<file path="src/rtl/hazard_scoreboard_pkg.sv">
// Shared types and encodings for the decode-stage hazard scoreboard.
package hazard_scoreboard_pkg;

    localparam int unsigned SB_NREG = 32;
    localparam int unsigned SB_AW   = 5;
    localparam int unsigned SB_TW   = 3;
    localparam int unsigned SB_NRP  = 2;

    localparam logic [1:0] FWD_GRF = 2'd0;
    localparam logic [1:0] FWD_E   = 2'd1;
    localparam logic [1:0] FWD_M   = 2'd2;
    localparam logic [1:0] FWD_W   = 2'd3;

    typedef enum logic [1:0] {
        STG_NONE = 2'd0,
        STG_E    = 2'd1,
        STG_M    = 2'd2,
        STG_W    = 2'd3
    } stage_e;

    typedef struct packed {
        logic               pending;
        logic [SB_TW-1:0]   tnew;
        stage_e             stage;
    } sb_entry_t;

    function automatic logic [1:0] stage_to_fwd(stage_e stage);
        case (stage)
            STG_E:   return FWD_E;
            STG_M:   return FWD_M;
            STG_W:   return FWD_W;
            default: return FWD_GRF;
        endcase
    endfunction

    // Counter width able to hold max_val, never narrower than one bit.
    function automatic int unsigned cnt_width(int unsigned max_val);
        return (max_val < 1) ? 1 : $clog2(max_val + 1);
    endfunction

endpackage

</file>
<file path="src/rtl/hazard_scoreboard_if.sv">
// Decode-stage <-> hazard scoreboard signal bundle.
interface hazard_scoreboard_if
    import hazard_scoreboard_pkg::*;
#(
    parameter int unsigned NRP = SB_NRP,
    parameter int unsigned AW  = SB_AW,
    parameter int unsigned TW  = SB_TW
) ();

    logic               issue_valid;
    logic [AW-1:0]      issue_waddr;
    logic [TW-1:0]      issue_tnew;
    logic               issue_md_start;
    logic               issue_md_div;
    logic               issue_mtc0_epc;
    logic [NRP*AW-1:0]  rd_addr;
    logic [NRP*TW-1:0]  rd_tuse;
    logic               rd_uses_hilo;
    logic               rd_is_eret;
    logic               flush;
    logic               stall;
    logic [NRP*2-1:0]   fwd_sel;
    logic               md_busy;

    modport master (
        output issue_valid, issue_waddr, issue_tnew, issue_md_start, issue_md_div,
               issue_mtc0_epc, rd_addr, rd_tuse, rd_uses_hilo, rd_is_eret, flush,
        input  stall, fwd_sel, md_busy
    );

    modport slave (
        input  issue_valid, issue_waddr, issue_tnew, issue_md_start, issue_md_div,
               issue_mtc0_epc, rd_addr, rd_tuse, rd_uses_hilo, rd_is_eret, flush,
        output stall, fwd_sel, md_busy
    );

endinterface

</file>
<file path="src/rtl/hazard_sb_entry.sv">
// One scoreboard entry: pending flag, remaining Tnew and producing stage.
module hazard_sb_entry
    import hazard_scoreboard_pkg::*;
(
    input  logic             clk,
    input  logic             reset,
    input  logic             i_write,
    input  logic [SB_TW-1:0] i_tnew,
    input  logic             i_flush,
    output sb_entry_t        o_entry
);

    sb_entry_t r_entry;

    // A fresh issue beats any advance/clear of the older writer.
    always_ff @(posedge clk or posedge reset) begin
        if (reset) begin
            r_entry <= '0;
        end else if (i_write) begin
            r_entry.pending <= 1'b1;
            r_entry.tnew    <= i_tnew;
            r_entry.stage   <= STG_E;
        end else if (r_entry.pending) begin
            if (i_flush || r_entry.stage == STG_W) begin
                r_entry <= '0;
            end else begin
                r_entry.tnew  <= (r_entry.tnew != '0) ? r_entry.tnew - SB_TW'(1) : '0;
                r_entry.stage <= (r_entry.stage == STG_E) ? STG_M : STG_W;
            end
        end
    end

    assign o_entry = r_entry;

endmodule

</file>
<file path="src/rtl/hazard_scoreboard.sv">
// Decode-stage stall/forward controller built on a per-register write scoreboard.
module hazard_scoreboard
    import hazard_scoreboard_pkg::*;
#(
    parameter int unsigned NREG     = SB_NREG,
    parameter int unsigned AW       = SB_AW,
    parameter int unsigned TW       = SB_TW,
    parameter int unsigned NRP      = SB_NRP,
    parameter int unsigned MULT_LAT = 5,
    parameter int unsigned DIV_LAT  = 10,
    parameter int unsigned CP0_WAIT = 2
) (
    input logic                clk,
    input logic                reset,
    hazard_scoreboard_if.slave bus
);

    localparam int unsigned MdMax = (DIV_LAT > MULT_LAT) ? DIV_LAT : MULT_LAT;
    localparam int unsigned MdW   = cnt_width(MdMax);
    localparam int unsigned EretW = cnt_width(CP0_WAIT);

    sb_entry_t          w_entries [NREG];
    sb_entry_t          w_ent;
    logic [NRP-1:0]     w_port_hazard;
    logic [NRP*2-1:0]   w_fwd_sel;
    logic               w_stall;
    logic               w_accept;
    logic [MdW-1:0]     r_md_cnt;
    logic [EretW-1:0]   r_eret_cnt;

    assign w_accept    = bus.issue_valid & ~w_stall & ~bus.flush;
    assign w_entries[0] = '0;

    for (genvar g = 1; g < NREG; g++) begin : g_entry
        hazard_sb_entry u_entry (
            .clk     (clk),
            .reset   (reset),
            .i_write (w_accept && (bus.issue_waddr == AW'(g))),
            .i_tnew  (bus.issue_tnew),
            .i_flush (bus.flush),
            .o_entry (w_entries[g])
        );
    end

    // Register 0 maps to the always-empty entry, so it never hazards or forwards.
    always_comb begin
        w_port_hazard = '0;
        w_fwd_sel     = {NRP{FWD_GRF}};
        w_ent         = '0;
        for (int p = 0; p < NRP; p++) begin
            w_ent = w_entries[bus.rd_addr[p*AW +: AW]];
            if (w_ent.pending) begin
                if (w_ent.tnew > bus.rd_tuse[p*TW +: TW]) begin
                    w_port_hazard[p] = 1'b1;
                end else begin
                    w_fwd_sel[p*2 +: 2] = stage_to_fwd(w_ent.stage);
                end
            end
        end
    end

    always_ff @(posedge clk or posedge reset) begin
        if (reset) begin
            r_md_cnt <= '0;
        end else if (bus.flush) begin
            r_md_cnt <= '0;
        end else if (w_accept && bus.issue_md_start) begin
            r_md_cnt <= bus.issue_md_div ? MdW'(DIV_LAT) : MdW'(MULT_LAT);
        end else if (r_md_cnt != '0) begin
            r_md_cnt <= r_md_cnt - MdW'(1);
        end
    end

    always_ff @(posedge clk or posedge reset) begin
        if (reset) begin
            r_eret_cnt <= '0;
        end else if (bus.flush) begin
            r_eret_cnt <= '0;
        end else if (w_accept && bus.issue_mtc0_epc) begin
            r_eret_cnt <= EretW'(CP0_WAIT);
        end else if (r_eret_cnt != '0) begin
            r_eret_cnt <= r_eret_cnt - EretW'(1);
        end
    end

    assign w_stall = (|w_port_hazard)
                   | (bus.rd_uses_hilo & (r_md_cnt != '0))
                   | (bus.rd_is_eret & (r_eret_cnt != '0));

    assign bus.stall   = w_stall;
    assign bus.fwd_sel = w_fwd_sel;
    assign bus.md_busy = (r_md_cnt != '0);

endmodule
</file>
<file path="src/flat_wrapper.sv">
// flat-port wrapper written by rule: the top's interface ports become plain ports
module hazard_scoreboard_flat import hazard_scoreboard_pkg::*;
#(
    parameter int unsigned NREG     = SB_NREG,
    parameter int unsigned AW       = SB_AW,
    parameter int unsigned TW       = SB_TW,
    parameter int unsigned NRP      = SB_NRP,
    parameter int unsigned MULT_LAT = 5,
    parameter int unsigned DIV_LAT  = 10,
    parameter int unsigned CP0_WAIT = 2
)
  (clk, reset, bus_issue_valid, bus_issue_waddr, bus_issue_tnew, bus_issue_md_start, bus_issue_md_div, bus_issue_mtc0_epc, bus_rd_addr, bus_rd_tuse, bus_rd_uses_hilo, bus_rd_is_eret, bus_flush, bus_stall, bus_fwd_sel, bus_md_busy);
  hazard_scoreboard_if #(.NRP(NRP), .AW(AW), .TW(TW)) bus_i ();
  input logic clk;
  input logic reset;
  input wire logic [$bits(bus_i.issue_valid)-1:0] bus_issue_valid;
  input wire logic [$bits(bus_i.issue_waddr)-1:0] bus_issue_waddr;
  input wire logic [$bits(bus_i.issue_tnew)-1:0] bus_issue_tnew;
  input wire logic [$bits(bus_i.issue_md_start)-1:0] bus_issue_md_start;
  input wire logic [$bits(bus_i.issue_md_div)-1:0] bus_issue_md_div;
  input wire logic [$bits(bus_i.issue_mtc0_epc)-1:0] bus_issue_mtc0_epc;
  input wire logic [$bits(bus_i.rd_addr)-1:0] bus_rd_addr;
  input wire logic [$bits(bus_i.rd_tuse)-1:0] bus_rd_tuse;
  input wire logic [$bits(bus_i.rd_uses_hilo)-1:0] bus_rd_uses_hilo;
  input wire logic [$bits(bus_i.rd_is_eret)-1:0] bus_rd_is_eret;
  input wire logic [$bits(bus_i.flush)-1:0] bus_flush;
  output wire logic [$bits(bus_i.stall)-1:0] bus_stall;
  output wire logic [$bits(bus_i.fwd_sel)-1:0] bus_fwd_sel;
  output wire logic [$bits(bus_i.md_busy)-1:0] bus_md_busy;
  assign bus_i.issue_valid = bus_issue_valid;
  assign bus_i.issue_waddr = bus_issue_waddr;
  assign bus_i.issue_tnew = bus_issue_tnew;
  assign bus_i.issue_md_start = bus_issue_md_start;
  assign bus_i.issue_md_div = bus_issue_md_div;
  assign bus_i.issue_mtc0_epc = bus_issue_mtc0_epc;
  assign bus_i.rd_addr = bus_rd_addr;
  assign bus_i.rd_tuse = bus_rd_tuse;
  assign bus_i.rd_uses_hilo = bus_rd_uses_hilo;
  assign bus_i.rd_is_eret = bus_rd_is_eret;
  assign bus_i.flush = bus_flush;
  assign bus_stall = bus_i.stall;
  assign bus_fwd_sel = bus_i.fwd_sel;
  assign bus_md_busy = bus_i.md_busy;
  hazard_scoreboard #(.NREG(NREG), .AW(AW), .TW(TW), .NRP(NRP), .MULT_LAT(MULT_LAT), .DIV_LAT(DIV_LAT), .CP0_WAIT(CP0_WAIT)) u_core (.clk(clk), .reset(reset), .bus(bus_i));
endmodule
</file>
<file path="config.mk">
export PLATFORM = sky130hd
export DESIGN_NAME = hazard_scoreboard_flat
export DESIGN_NICKNAME = d
export VERILOG_FILES = /design/src/rtl/hazard_scoreboard_pkg.sv /design/src/rtl/hazard_scoreboard_if.sv /design/src/rtl/hazard_sb_entry.sv /design/src/rtl/hazard_scoreboard.sv /design/src/flat_wrapper.sv
export SDC_FILE = /design/constraint.sdc
export NUM_CORES = 1
export LEC_CHECK = 0
export ABC_AREA = 1
export CAP_MARGIN = 40
export CORE_ASPECT_RATIO = 0.5
export CORE_UTILIZATION = 55
export DETAILED_ROUTE_END_ITERATION = 16
export PLACE_DENSITY = 0.75
export SYNTH_ARGS = -nofsm -noshare
export SYNTH_HDL_FRONTEND = slang
export SYNTH_SLANG_ARGS = --single-unit
</file>
<file path="constraint.sdc">
create_clock -name clk -period 5.3 [get_ports clk]
set_input_delay 0.53 -clock clk [delete_from_list [all_inputs] [get_ports clk]]
set_output_delay 0.53 -clock clk [all_outputs]
set_load 0.01 [all_outputs]
</file>
Word-level counts from Yosys, hierarchy flattened. Index checks and enable logic that the tools add are counted.

$add $sub $neg: 33. Order comparisons: 4. Equal/unequal tests: 99. Muxes and demuxes: 209. Bitwise logic cells: 10. Reduce and logical (&&, ||, !) cells: 131.

Operator list (number): $mux 6 (66); $mux 5 (31); $reduce_bool 3->1 (33); $mux 3 (31); $sub 3x1->3 const B (31); $eq 5x5->1 const B (16); $eq 2x2->1 const B (35); $eq 2x1->1 const B (33); $mux 1 (66); $reduce_bool 2->1 (32); $bmux 6 s5 (2); $eq 5x4->1 const B (8); $logic_and 1x1->1 (33); $logic_or 1x1->1 (31); $eq 5x3->1 const B (4); $mux 4 (4); $mux 2 (7); $ge 6x6->1 const B (2); $not 5->6 (2); $pmux 2 s3 (2); $eq 5x2->1 const B (2); $gt 3x3->1 (2); $eq 5x1->1 const B (1); $and 1x1->1 (4); other kinds (6) (8).

Register bits: 192. Bits of input ports: 33. Output and inout bits: 6. Word-level logic and storage cells: 581.

Logic depth before layout (Yosys ltp).
Word-level depth: 16. Mapped depth: 24.

Hierarchy. Synthesis repeated with hierarchy kept, for this count alone.

Cell total of the unflattened synthesis: 1991. Area, all modules: 13726.9 sq um.

Modules (own cells, without submodules): hazard_sb_entry (instances 31, cells each 37, area an instance 306.5 sq um, seq. area each 150.1 sq um); hazard_scoreboard (instances 1, cells each 844, area an instance 4224.1 sq um, seq. area each 150.1 sq um).

Least setup slack after synthesis. Ideal clock, no wire load.

Kind: input to output. Start: input port bus_rd_addr[5]. End: output port bus_stall. Data arrival time: 3.161 ns. Data required time: 4.770 ns. Slack: 1.609 ns. Stages: 20. Cells stage by stage: inv_2 > buf_4 > clkbuf_1 > clkbuf_1 > nor2_1 > o22ai_1 > nor2_1 > o22ai_1 > nor2_1 > a31oi_1 > ha_1 > nand2_1 > or2_2 > a32oi_1 > nand3_1 > nand2_1 > nor2_4 > buf_6 > buf_8 > inv_1.

Cells in the longest elaborated chain, start to end: 10.

Ends and longest elaborated chain: from (decl) (line flat_wrapper.sv:22) `input wire logic [$bits(bus_i.rd_addr)-1:0] bus_rd_addr;`; $not 5->6 (implied by the code) (*) (line hazard_scoreboard.sv:51) `w_ent = w_entries[bus.rd_addr[p*AW +: AW]];`; $bmux 6 s5 (*) (line hazard_scoreboard.sv:51); $mux 6 (implied by the code) (*) (2 in series) (line hazard_scoreboard.sv:51); $gt 3x3->1 (line hazard_scoreboard.sv:53) `if (w_ent.tnew > bus.rd_tuse[p*TW +: TW]) begin`; $mux 1 (line hazard_scoreboard.sv:53); $mux 1 (*) (line hazard_scoreboard.sv:52) `if (w_ent.pending) begin`; $reduce_or 2->1 (*) (line hazard_scoreboard.sv:86) `assign w_stall = (|w_port_hazard)`; $or 1x1->1 (*) (line hazard_scoreboard.sv:87) `| (bus.rd_uses_hilo & (r_md_cnt != '0))`; $or 1x1->1 (*) (line hazard_scoreboard.sv:88) `| (bus.rd_is_eret & (r_eret_cnt != '0));`; to (decl) (line flat_wrapper.sv:27) `output wire logic [$bits(bus_i.stall)-1:0] bus_stall;`.

Mark *: on every way between the ends. The rest lies on a longest branch, timed or not. The select of a mux whose other input is x is not followed.

Worst setup path in the final report.
Start: input port bus_rd_addr[1]. End: output port bus_fwd_sel[1].

Cells in the longest elaborated chain, start to end: 8. Elaborated cells on any way between the ends: 11. Those cells by class: order compare (1); eq/ne (3); mux (6); bitwise (1).

Ends and longest elaborated chain: $not 5->6 (implied by the code) (*) (line hazard_scoreboard.sv:51); $bmux 6 s5 (*) (line hazard_scoreboard.sv:51); $mux 6 (implied by the code) (*) (2 in series) (line hazard_scoreboard.sv:51); $eq 2x2->1 / $eq 2x1->1 (equally long branches) (line hazard_scoreboard_pkg.sv:28) `case (stage)`; $pmux 2 s3 (line hazard_scoreboard_pkg.sv:28); $mux 2 (line hazard_scoreboard.sv:53); $mux 2 (*) (line hazard_scoreboard.sv:52); to (decl) (line flat_wrapper.sv:28) `output wire logic [$bits(bus_i.fwd_sel)-1:0] bus_fwd_sel;`.

Marked as above.

==> impl_metrics.ini <==
[outcome]
run_status = completed

[place]
placed_cells = 2326
placement.cell_area_mm2 = 0.01480
post-place-ws_ns = 0.6953
detailed_place_hpwl_um = 34010
gp_congestion = 1.010
count_of_port_buffers_added_during_placement = 38

[worst_setup_path]
max_stage_delay_ns = 0.60
crit_path_max_fanout = 30
cp_cell_sequence = clkdlybuf4s50_1 -> buf_4 -> nor2_1 -> inv_1 -> o21ai_0 -> a21oi_1 -> o21ai_0 -> nand3_1 -> nand2_1 -> ha_1 -> nand3_1 -> nand2_1 -> nand3_1 -> a211oi_1 -> clkdlybuf4s50_1
criticalPathCategory = primary input to output port
cp-end-kind = output port
reg2reg_setup_slack_ns = 1.60
start_kind = primary input
crit_path_start = bus_rd_addr[1]
crit_path_top_delay_cell = clkdlybuf4s50_1
path_delay_family = buffers and inverters
cpMostUsedCell = nand3_1
critPathRequiredTime_ns = 4.77
r2r-end = u_core.g_entry[31].u_entry.o_entry[3]
worstReg2RegStart = u_core.g_entry[18].u_entry.o_entry[4]
worst_case_reg_to_reg_path_depth = 16
data_arrival_critical_path_ns = 4.17
cp_num_buf_inv = 4

[pwr]
switching_power_mw = 2.192
share_seq_of_total_power_pct = 42.3
combinationalPowerShare_pct = 32.3
power_density_mw_per_mm2 = 352.0
p_sw_share_pct = 40.42
power.total_mw = 5.423
power_leakage_nw = 7.162
cellInternalPower_mw = 3.231
clkPwrFrac_pct = 25.4
ir_drop_mv = 0.2463

[floorplanning]
ioPinCount = 39
die_h_um = 115.8
fp.coreArea_mm2 = 0.02529
fp.dieArea_mm2 = 0.02659
placement_rows = 41
floorplan.initialDensity_pct = 56.33
dieWidth_um = 229.6

[cells_and_area]
fin_cells = 2357
multi_input_area_mm2 = 0.008050
number_of_nets_at_the_end_of_the_flow = 2104
final_area_mm2 = 0.01541
insertedDiodeCount = 0
postLayoutCoreUtil_pct = 60.92
area_growth_syn_to_layout_pct = 8.141
seqCellArea_mm2 = 0.004805
final_layout_size_suffix_gt1_share_pct = 5.365
fillerInstances = 2342

[yosys]
ys_seq_elements = 192
synthesis.nets = 2135
synthesis.area_mm2 = 0.01425
yosys_warnings = 0
synth-async-reset-ratio_pct = 100.0
ys_dominant_reg_cell = dfrtp_1
post_synth_num_cell_types = 39
post_synth.cell_area_avg_um2 = 7.011
syn_inst = 2032
synth_enable_flop_cells = 0
synth_sequential_area_ratio_pct = 33.73

[sta]
relSlewSlack_pct = 30.78
rsz0062_at_grt = no
achievable-frequency_mhz = 212.9
final.min_clock_period_ns = 4.696
report.final.hold_viol_count = 0
final.setup.tns_ns = 0
setup_violations = 0
timing.hold.ws_ns = 0.4912
drv_slew = 0
final_cycle_share_pct = 88.61
final_critical_path_setup_slack_ns = 0.6036
skew_final_ns = 0.01144
worst_slew_pin_slew_ns = 1.025

[clock_network]
clkSlewWorstSetupHoldPaths_ns = 0.07
number_of_hold_buffers_added_after_cts = 0
htree_num_levels = 4
cts-buffers-inserted = 17
clk-insertion-delay-late_ns = 0.47
cts_post_setup_buffers_inserted = 0
cts.root.buffer_cell = clkbuf_16
ctsLongestPathBuffers = 2
cts_resized = 0
numClockSinks = 192
clock_tree_from_tritoncts = built

[global_routing]
grt_usage_pct = 36.73
global_route_wire_length_before_repair_um = 74040
grt_antenna_before_repair = 1
grt_max_degree = 111
first_global_vias = 12620
overflow = 0

[min_path]
timing.hold.worst_path_depth = 2
hold_path_start = u_core.r_md_cnt[1]
holdPathEnd = u_core.r_md_cnt[1]
worst_hold_path_type = flop to flop

[route]
viasPerCell = 6.241
drt_first_iter_violations = 2108
remaining_drcs = 0
drt.antenna.violating_nets = 0
routed_length_per_placed_instance_um = 20.41
firstDrtPassIters = 9
route.final.wire_length_um = 48110
detailroute.via_count = 14710

[run]
maxCapViolCount = 0
-- cells by family (layout without fill, tap and decap cells) --
logic type	Yosys count	in the layout	synth area share [%]
and+or+nand+nor	943	943	30.36
xor gates and xnor gates	1	1	0.06149
DFF	192	192	33.73
AOI/OAI and AO/OA	479	479	19.88
buffers and inverters	347	328	9.819
adders and majority gates	70	70	6.148
-- worst max path at each step --
stage,slack (ns),endpoint,cells after the start
detailed placement,0.70,u_core.g_entry[5].u_entry.o_entry[2],18
global placement,0.73,u_core.g_entry[7].u_entry.o_entry[4],18
global route,0.39,bus_fwd_sel[0],15
finish,0.60,bus_fwd_sel[1],15
floorplan,1.61,bus_stall,20
CTS,0.74,bus_fwd_sel[1],15
-- placed cells by master (no fill, tap or decap), types with 2 or more instances in the layout --
cell	Yosys	routed
o221ai_1	3	3
a31oi_1	4	4
nand2_1	319	319
buf_2	38	3
dfrtp_1	192	192
nand4_1	7	7
a21oi_1	144	144
o21ai_0	156	156
ha_1	70	70
inv_1	214	213
nor2_4	2	3
o21a_1	4	4
nand4_4	4	4
bufinv_16	0	3
clkbuf_8	0	3
a22oi_1	7	7
nor3_1	7	7
buf_4	4	27
nand3_1	382	382
o211ai_1	135	135
clkbuf_1	56	2
a211oi_1	2	2
clkinvlp_4	0	4
nand3_2	26	26
nor2_1	190	189
clkbuf_16	0	17
o22ai_1	17	17
inv_2	5	5
o311ai_0	4	4
clkinv_1	9	9
clkdlybuf4s50_1	0	35
clkinv_2	0	2
buf_12	0	3
-- synthesized netlist by cell type, types with 2 or more instances --
cell      number  share of area, %
nand3_1      382                13
nand2_1      319               8.4
inv_1        214               5.6
dfrtp_1      192                34
nor2_1       190               5.0
o21ai_0      156               5.5
a21oi_1      144               5.1
o211ai_1     135               7.1
ha_1          70               6.1
clkbuf_1      56               1.5
buf_2         38               1.3
nand3_2       26               1.8
buf_1         17              0.45
o22ai_1       17              0.75
clkinv_1       9              0.24
a22oi_1        7              0.37
nand4_1        7              0.31
nor3_1         7              0.25
inv_2          5              0.13
a31oi_1        4              0.18
buf_4          4              0.21
nand4_4        4              0.60
o21a_1         4              0.21
o311ai_0       4              0.25
buf_6          3              0.24
o221ai_1       3              0.18
a211oi_1       2              0.11
nor2_4         2              0.16
-- sequential cells by signal, summed over array words and instances, names as in the netlist --
name	cells
u_core.r_md_cnt	4
u_core.g_entry.u_entry.o_entry	186
u_core.r_eret_cnt	2
-- routing by layer --
metal | vias up | part of all wire [%] | track usage (%)
met2 | 800 | 39 | 49.08
met1 | 6925 | 44 | 52.99
met4 | 2 | 2.9 | 12.62
met5 | - | 0.14 | 1.910
li1 | 6866 | - | -
met3 | 117 | 14 | 14.27
-- worst min-delay path, cell delays in order (launching register included) --
cell and delay, ns:
dfrtp_1 0.35, nand2_1 0.05, nand2_1 0.06
-- layout make-up --
cell class                 instances  area share [%]
clock buffer                      22           3.078
clock inverter                     9          0.8528
inverter                         228           5.579
multi-input combinational       1493           52.25
sequential                       192           31.19
tap                              344           2.794
timing repair buffer              69           4.256
-- power by group through the flow --
stage          Sequential (mW)  Clock [mW]  Combinational, mW
3_3_place_gp              2.28           0               1.67
5_1_grt                   2.33        1.44               1.97
6_report                  2.29        1.38               1.75
3_5_place_dp              2.29           0               1.71
2_1_floorplan             2.12           0               1.31
4_1_cts                   2.27        1.39               1.71
No activity file was read; power rests on OpenSTA's default activity.
